### src/rtl/alu_op_issue.sv
// ID/EX boundary register for the ALU Operation code: decodes ALUOp/funct3/funct7,
// then registers opcode, branch flag, destination tag and an unsupported-encoding flag.
module alu_op_issue #(
  parameter int OPCODE_LENGTH  = 4,
  parameter int REG_ADDR_WIDTH = 5
) (
  input  logic                      clk,
  input  logic                      rst_n,
  input  logic                      id_valid,
  input  logic [1:0]                id_aluop,
  input  logic [2:0]                id_funct3,
  input  logic [6:0]                id_funct7,
  input  logic [REG_ADDR_WIDTH-1:0] id_rd,
  input  logic                      stall,
  input  logic                      flush,
  output logic                      ex_valid,
  output logic [OPCODE_LENGTH-1:0]  ex_operation,
  output logic                      ex_is_branch,
  output logic [REG_ADDR_WIDTH-1:0] ex_rd,
  output logic                      ex_illegal,
  output logic [7:0]                illegal_count
);

  typedef logic [OPCODE_LENGTH-1:0] op_t;

  localparam op_t OP_AND = op_t'(4'b0000);
  localparam op_t OP_OR  = op_t'(4'b0001);
  localparam op_t OP_ADD = op_t'(4'b0010);
  localparam op_t OP_SUB = op_t'(4'b0011);
  localparam op_t OP_SLL = op_t'(4'b0100);
  localparam op_t OP_SRL = op_t'(4'b0101);
  localparam op_t OP_SRA = op_t'(4'b0111);
  localparam op_t OP_EQ  = op_t'(4'b1000);
  localparam op_t OP_NE  = op_t'(4'b1001);
  localparam op_t OP_BLT = op_t'(4'b1011);
  localparam op_t OP_XOR = op_t'(4'b1101);
  localparam op_t OP_BGE = op_t'(4'b1111);

  op_t  dec_op;
  logic dec_illegal;
  logic dec_branch;
  logic f7_zero;
  logic f7_alt;
  logic i_type;

  assign f7_zero = (id_funct7 == 7'b0000000);
  assign f7_alt  = (id_funct7 == 7'b0100000);
  assign i_type  = id_aluop[0];

  // Illegal encodings fall through with the default opcode (AND, 0000).
  always_comb begin
    // NOTE: every output of this block gets a default first so no path leaves it unassigned (no latch).
    dec_op      = OP_AND;
    dec_illegal = 1'b0;
    dec_branch  = 1'b0;
    unique case (id_aluop)
      2'b00: dec_op = OP_ADD;
      2'b01: begin
        dec_branch = 1'b1;
        case (id_funct3)
          3'b000:  dec_op = OP_EQ;
          3'b001:  dec_op = OP_NE;
          3'b100:  dec_op = OP_BLT;
          3'b101:  dec_op = OP_BGE;
          default: dec_illegal = 1'b1;
        endcase
      end
      default: begin
        // R-type (10) and I-type ALU (11); immediates occupy funct7 bits for I-type.
        case (id_funct3)
          3'b000: begin
            if (i_type || f7_zero) dec_op = OP_ADD;
            else if (f7_alt)       dec_op = OP_SUB;
            else                   dec_illegal = 1'b1;
          end
          3'b001: begin
            if (f7_zero) dec_op = OP_SLL;
            else         dec_illegal = 1'b1;
          end
          3'b100: begin
            if (i_type || f7_zero) dec_op = OP_XOR;
            else                   dec_illegal = 1'b1;
          end
          3'b101: begin
            if (f7_zero)     dec_op = OP_SRL;
            else if (f7_alt) dec_op = OP_SRA;
            else             dec_illegal = 1'b1;
          end
          3'b110: begin
            if (i_type || f7_zero) dec_op = OP_OR;
            else                   dec_illegal = 1'b1;
          end
          3'b111: begin
            if (i_type || f7_zero) dec_op = OP_AND;
            else                   dec_illegal = 1'b1;
          end
          default: dec_illegal = 1'b1;
        endcase
      end
    endcase
  end

  // Flush beats stall; an unstalled cycle without id_valid inserts a zeroed bubble.
  always_ff @(posedge clk or negedge rst_n) begin
    // NOTE: sequential state uses non-blocking assignments so all registers update together.
    if (!rst_n) begin
      ex_valid     <= 1'b0;
      ex_operation <= '0;
      ex_is_branch <= 1'b0;
      ex_rd        <= '0;
      ex_illegal   <= 1'b0;
    end else if (flush) begin
      ex_valid     <= 1'b0;
      ex_operation <= '0;
      ex_is_branch <= 1'b0;
      ex_rd        <= '0;
      ex_illegal   <= 1'b0;
    end else if (!stall) begin
      ex_valid     <= id_valid;
      ex_operation <= id_valid ? dec_op : '0;
      ex_is_branch <= id_valid & dec_branch;
      ex_rd        <= id_valid ? id_rd : '0;
      ex_illegal   <= id_valid & dec_illegal;
    end
  end

  always_ff @(posedge clk or negedge rst_n) begin
    if (!rst_n) begin
      illegal_count <= 8'd0;
    end else if (!flush && !stall && id_valid && dec_illegal && (illegal_count != 8'hFF)) begin
      illegal_count <= illegal_count + 8'd1;
    end
  end

endmodule

### config.mk
export PLATFORM = sky130hd
export DESIGN_NAME = alu_op_issue
export DESIGN_NICKNAME = d
export VERILOG_FILES = /design/src/rtl/alu_op_issue.sv
export SDC_FILE = /design/constraint.sdc
export NUM_CORES = 1
export LEC_CHECK = 0
export CAP_MARGIN = 20
export CELL_PAD_IN_SITES_DETAIL_PLACEMENT = 0
export CELL_PAD_IN_SITES_GLOBAL_PLACEMENT = 1
export CORE_MARGIN = 2
export CORE_UTILIZATION = 32
export CTS_BUF_LIST = sky130_fd_sc_hd__clkbuf_16
export DETAILED_ROUTE_END_ITERATION = 16
export GPL_ROUTABILITY_DRIVEN = 0
export GPL_TIMING_DRIVEN = 0
export HOLD_SLACK_MARGIN = 0.03
export PLACE_DENSITY = 0.78
export SYNTH_ARGS = -nofsm -noshare
export SYNTH_HDL_FRONTEND = slang
export SYNTH_SLANG_ARGS = --single-unit
### constraint.sdc
create_clock -name clk -period 1.6 [get_ports clk]
set_input_delay 0.32 -clock clk [delete_from_list [all_inputs] [get_ports clk]]
set_output_delay 0.32 -clock clk [all_outputs]
set_load 0.01 [all_outputs]
==> results.cfg <==
[routing]
drt-initial-drc-count = 53
drtPass1Iterations = 4
avgViaCountPerCell = 5.17
drc = 0
wl_per_cell_um = 13.6
wl_um = 2890
ant_nets = 0
via_count = 1095

[worst_setup_path]
required_ps = 1740
cp-end-kind = flip-flop
critPathKind = primary input to flip-flop
cp_data_arrival_time_ps = 1880
crit_start = id_funct7[0]
cp_max_fo = 6
startpoint_type = primary input
r2r-start = illegal_count[5]
r2r_setup_slack_ps = 90

[floorplan]
io_pins = 42
start_util = 0.331
coreArea_mm2 = 0.00334
die_y_um = 62.8
die_area_mm2 = 0.00394
rows = 21
die_w_um = 62.8

[synthesis]
synthFlopType = dfrtp_1
synth.area.top_cells = dfrtp_1 (45%), o21ai_0 (5.4%), a22o_1 (4.8%), nand2_1 (4.1%), nor2_1 (2.7%)
synth_edf_count = 0
syn_nets = 137
syn_area_mm2 = 0.00111
yosysMostFrequentCell = dfrtp_1
yosysSeqAreaShare = 0.452
yosys_warnings = 0
yosys-top-cells-count = dfrtp_1 (20), nand2_1 (12), o21ai_0 (12)
ys_ff_latch = 20
yosysUniqueCellTypes = 39
synth.avg_cell_area_um2 = 9.70
netlist_instances = 114
synth_top_cell_area_share = 0.452
yosysTopAreaCell = dfrtp_1
synthArstFlopShare = 1.00

[cells_and_area]
finish.instance_area_mm2 = 0.00180
n_fill_cell = 308
seq_area_um2 = 500
multi_input_area_um2 = 622
nNetsFinal = 190
synthToLayoutAreaGrowth_pct = 62.9
diodes = 0
drive_gt1_frac = 0.217

[grt]
grt_pass1_wl_um = 4940
grtUsageTotal = 0.155
grt.overflow.total = 0
antenna_found_initial = 0
grt_max_degree = 21
grt_pass1_vias = 1120

[place]
hpwl_um = 1940
placed_area_mm2 = 0.00156
portBuffers = 40

[clock_network]
cts_tree = yes
cts_buffers = 3
insertion_delay_ps = 250
cts.clk_slew.worst_paths_ps = 60
hold_buffers = 0
cts.sinks = 20
cts.root.buffer_cell = clkbuf_16
cts_buffer_depth = 2
h-tree-depth = 1

[pwr]
seqPwrFrac = 0.364
p_int_mw = 1.32
p_per_area_mw_per_mm2 = 981
comb_power_share = 0.249
p_total_mw = 1.77
clkPwrFrac = 0.386
switching_share = 0.256
leakagePower_nw = 0.813
switchingPower_uw = 453
ir_worst_vdd_v = 0.000902

[job]
drv_cap = 0

[sta]
skew_ps = 1.94
finalSetupViolCount = 4
max_slew.worst_pin.slew_ps = 904
fin_crit_ps = 1740
fin_ws_ps = -142
max_freq_mhz = 574
max_slew_margin = 0.395
finalHoldViolCount = 0
rsz0062_at_grt = true
drv_slew = 0
fin_crit_sh = 1.09

[run_status]
violations = negative setup slack
status = complete, but fails checks

[hold_path]
min_path_type = flip-flop to flip-flop
min-delay-start = ex_valid
-- repair_timing --
item / CTS / global route
gates resized for setup: 38 / 12
pin swaps: 7 / 8
buffers inserted: 4 / 5
setup endpoints to repair: 20 / 12
-- final cells by class --
cell class / instances / area share
multi-input cells: 84 / 0.345
flip-flops and latches: 20 / 0.278
repair buffers: 49 / 0.261
clock buffers: 3 / 0.0417
well taps: 46 / 0.0319
plain buffers: 5 / 0.0174
clock inverters: 1 / 0.0167
inverters: 4 / 0.00833
-- registers in the layout (all words and copies together), names as in the netlist --
name,count
illegal_count,8
ex_valid,1
ex_is_branch,1
ex_operation,4
ex_illegal,1
ex_rd,5
-- cells in the final DEF (no fill, tap or decap), drive strengths merged, types with 2 or more instances in the layout --
cell type / count
a32o: 2
nor2b: 3
dfrtp: 20
inv: 4
buf: 12
xnor2: 2
clkdlybuf4s50: 26
clkdlybuf4s15: 2
a22o: 6
and3: 2
dlymetal6s2s: 4
nand2: 12
nor4: 2
o21ai: 12
nand2b: 3
mux2: 3
dlygate4sd2: 5
clkbuf: 8
nor2: 9
a21oi: 4
o2111ai: 2
nand3: 4
-- per-layer routing --
layer | vias to the layer above | routed length (um) | track usage
met5 | - | 0 | 0
met4 | 0 | 74 | 0.0389
met3 | 8 | 217 | 0.0541
met2 | 44 | 1350 | 0.259
met1 | 522 | 1250 | 0.191
li1 | 521 | - | -
-- power by group through the flow --
| stage | combinational (mW) | clock (mW) | sequential (mW) |
|---|---|---|---|
| global placement | 0.409 | 0 | 0.644 |
| finish | 0.441 | 0.683 | 0.644 |
| detailed placement | 0.415 | 0 | 0.649 |
| floorplan | 0.162 | 0 | 0.666 |
| CTS | 0.426 | 0.702 | 0.644 |
| global route | 0.483 | 0.728 | 0.656 |
-- kinds of logic after synthesis --
logic type / count (synthesis) / synth area share
simple gates: 39 / 0.188
compound gates: 37 / 0.247
flops: 20 / 0.452
buf+inv: 10 / 0.0351
mux: 4 / 0.0430
xor+xnor: 3 / 0.0238
fa+ha+maj: 1 / 0.0113
-- critical path, cell delays in order --
cell and delay (ps):
buf_6 90, nor4_4 270, and2_4 230, a21oi_4 70, o311a_4 350, o22a_1 240
mux2_4 300
-- path summary, 6_finish.rpt --
path                               endpoint  depth (start not counted)
hold / removal                     ex_valid                          1
hold reg to reg                    ex_valid                          1
max in group asynchronous  illegal_count[3]                          1
min in group asynchronous   ex_operation[3]                          1
setup / recovery           illegal_count[1]                          7
setup reg to reg           illegal_count[7]                          5
-- stage by stage --
step | hold slack [ps] | util | worst slack [ps] | cells | setup TNS (ps)
detailed placement | 469 | 0.469 | -972 | 200 | -12130
global route | 513 | 0.540 | -195 | 212 | -777
floorplan | 24.4 | - | -243 | 114 | -897
finish | 477 | 0.540 | -142 | 212 | -330
global placement | 462 | 0.469 | -965 | 200 | -12000
CTS | 483 | 0.517 | -179 | 207 | -535
Power figures use the tool's default switching activity.
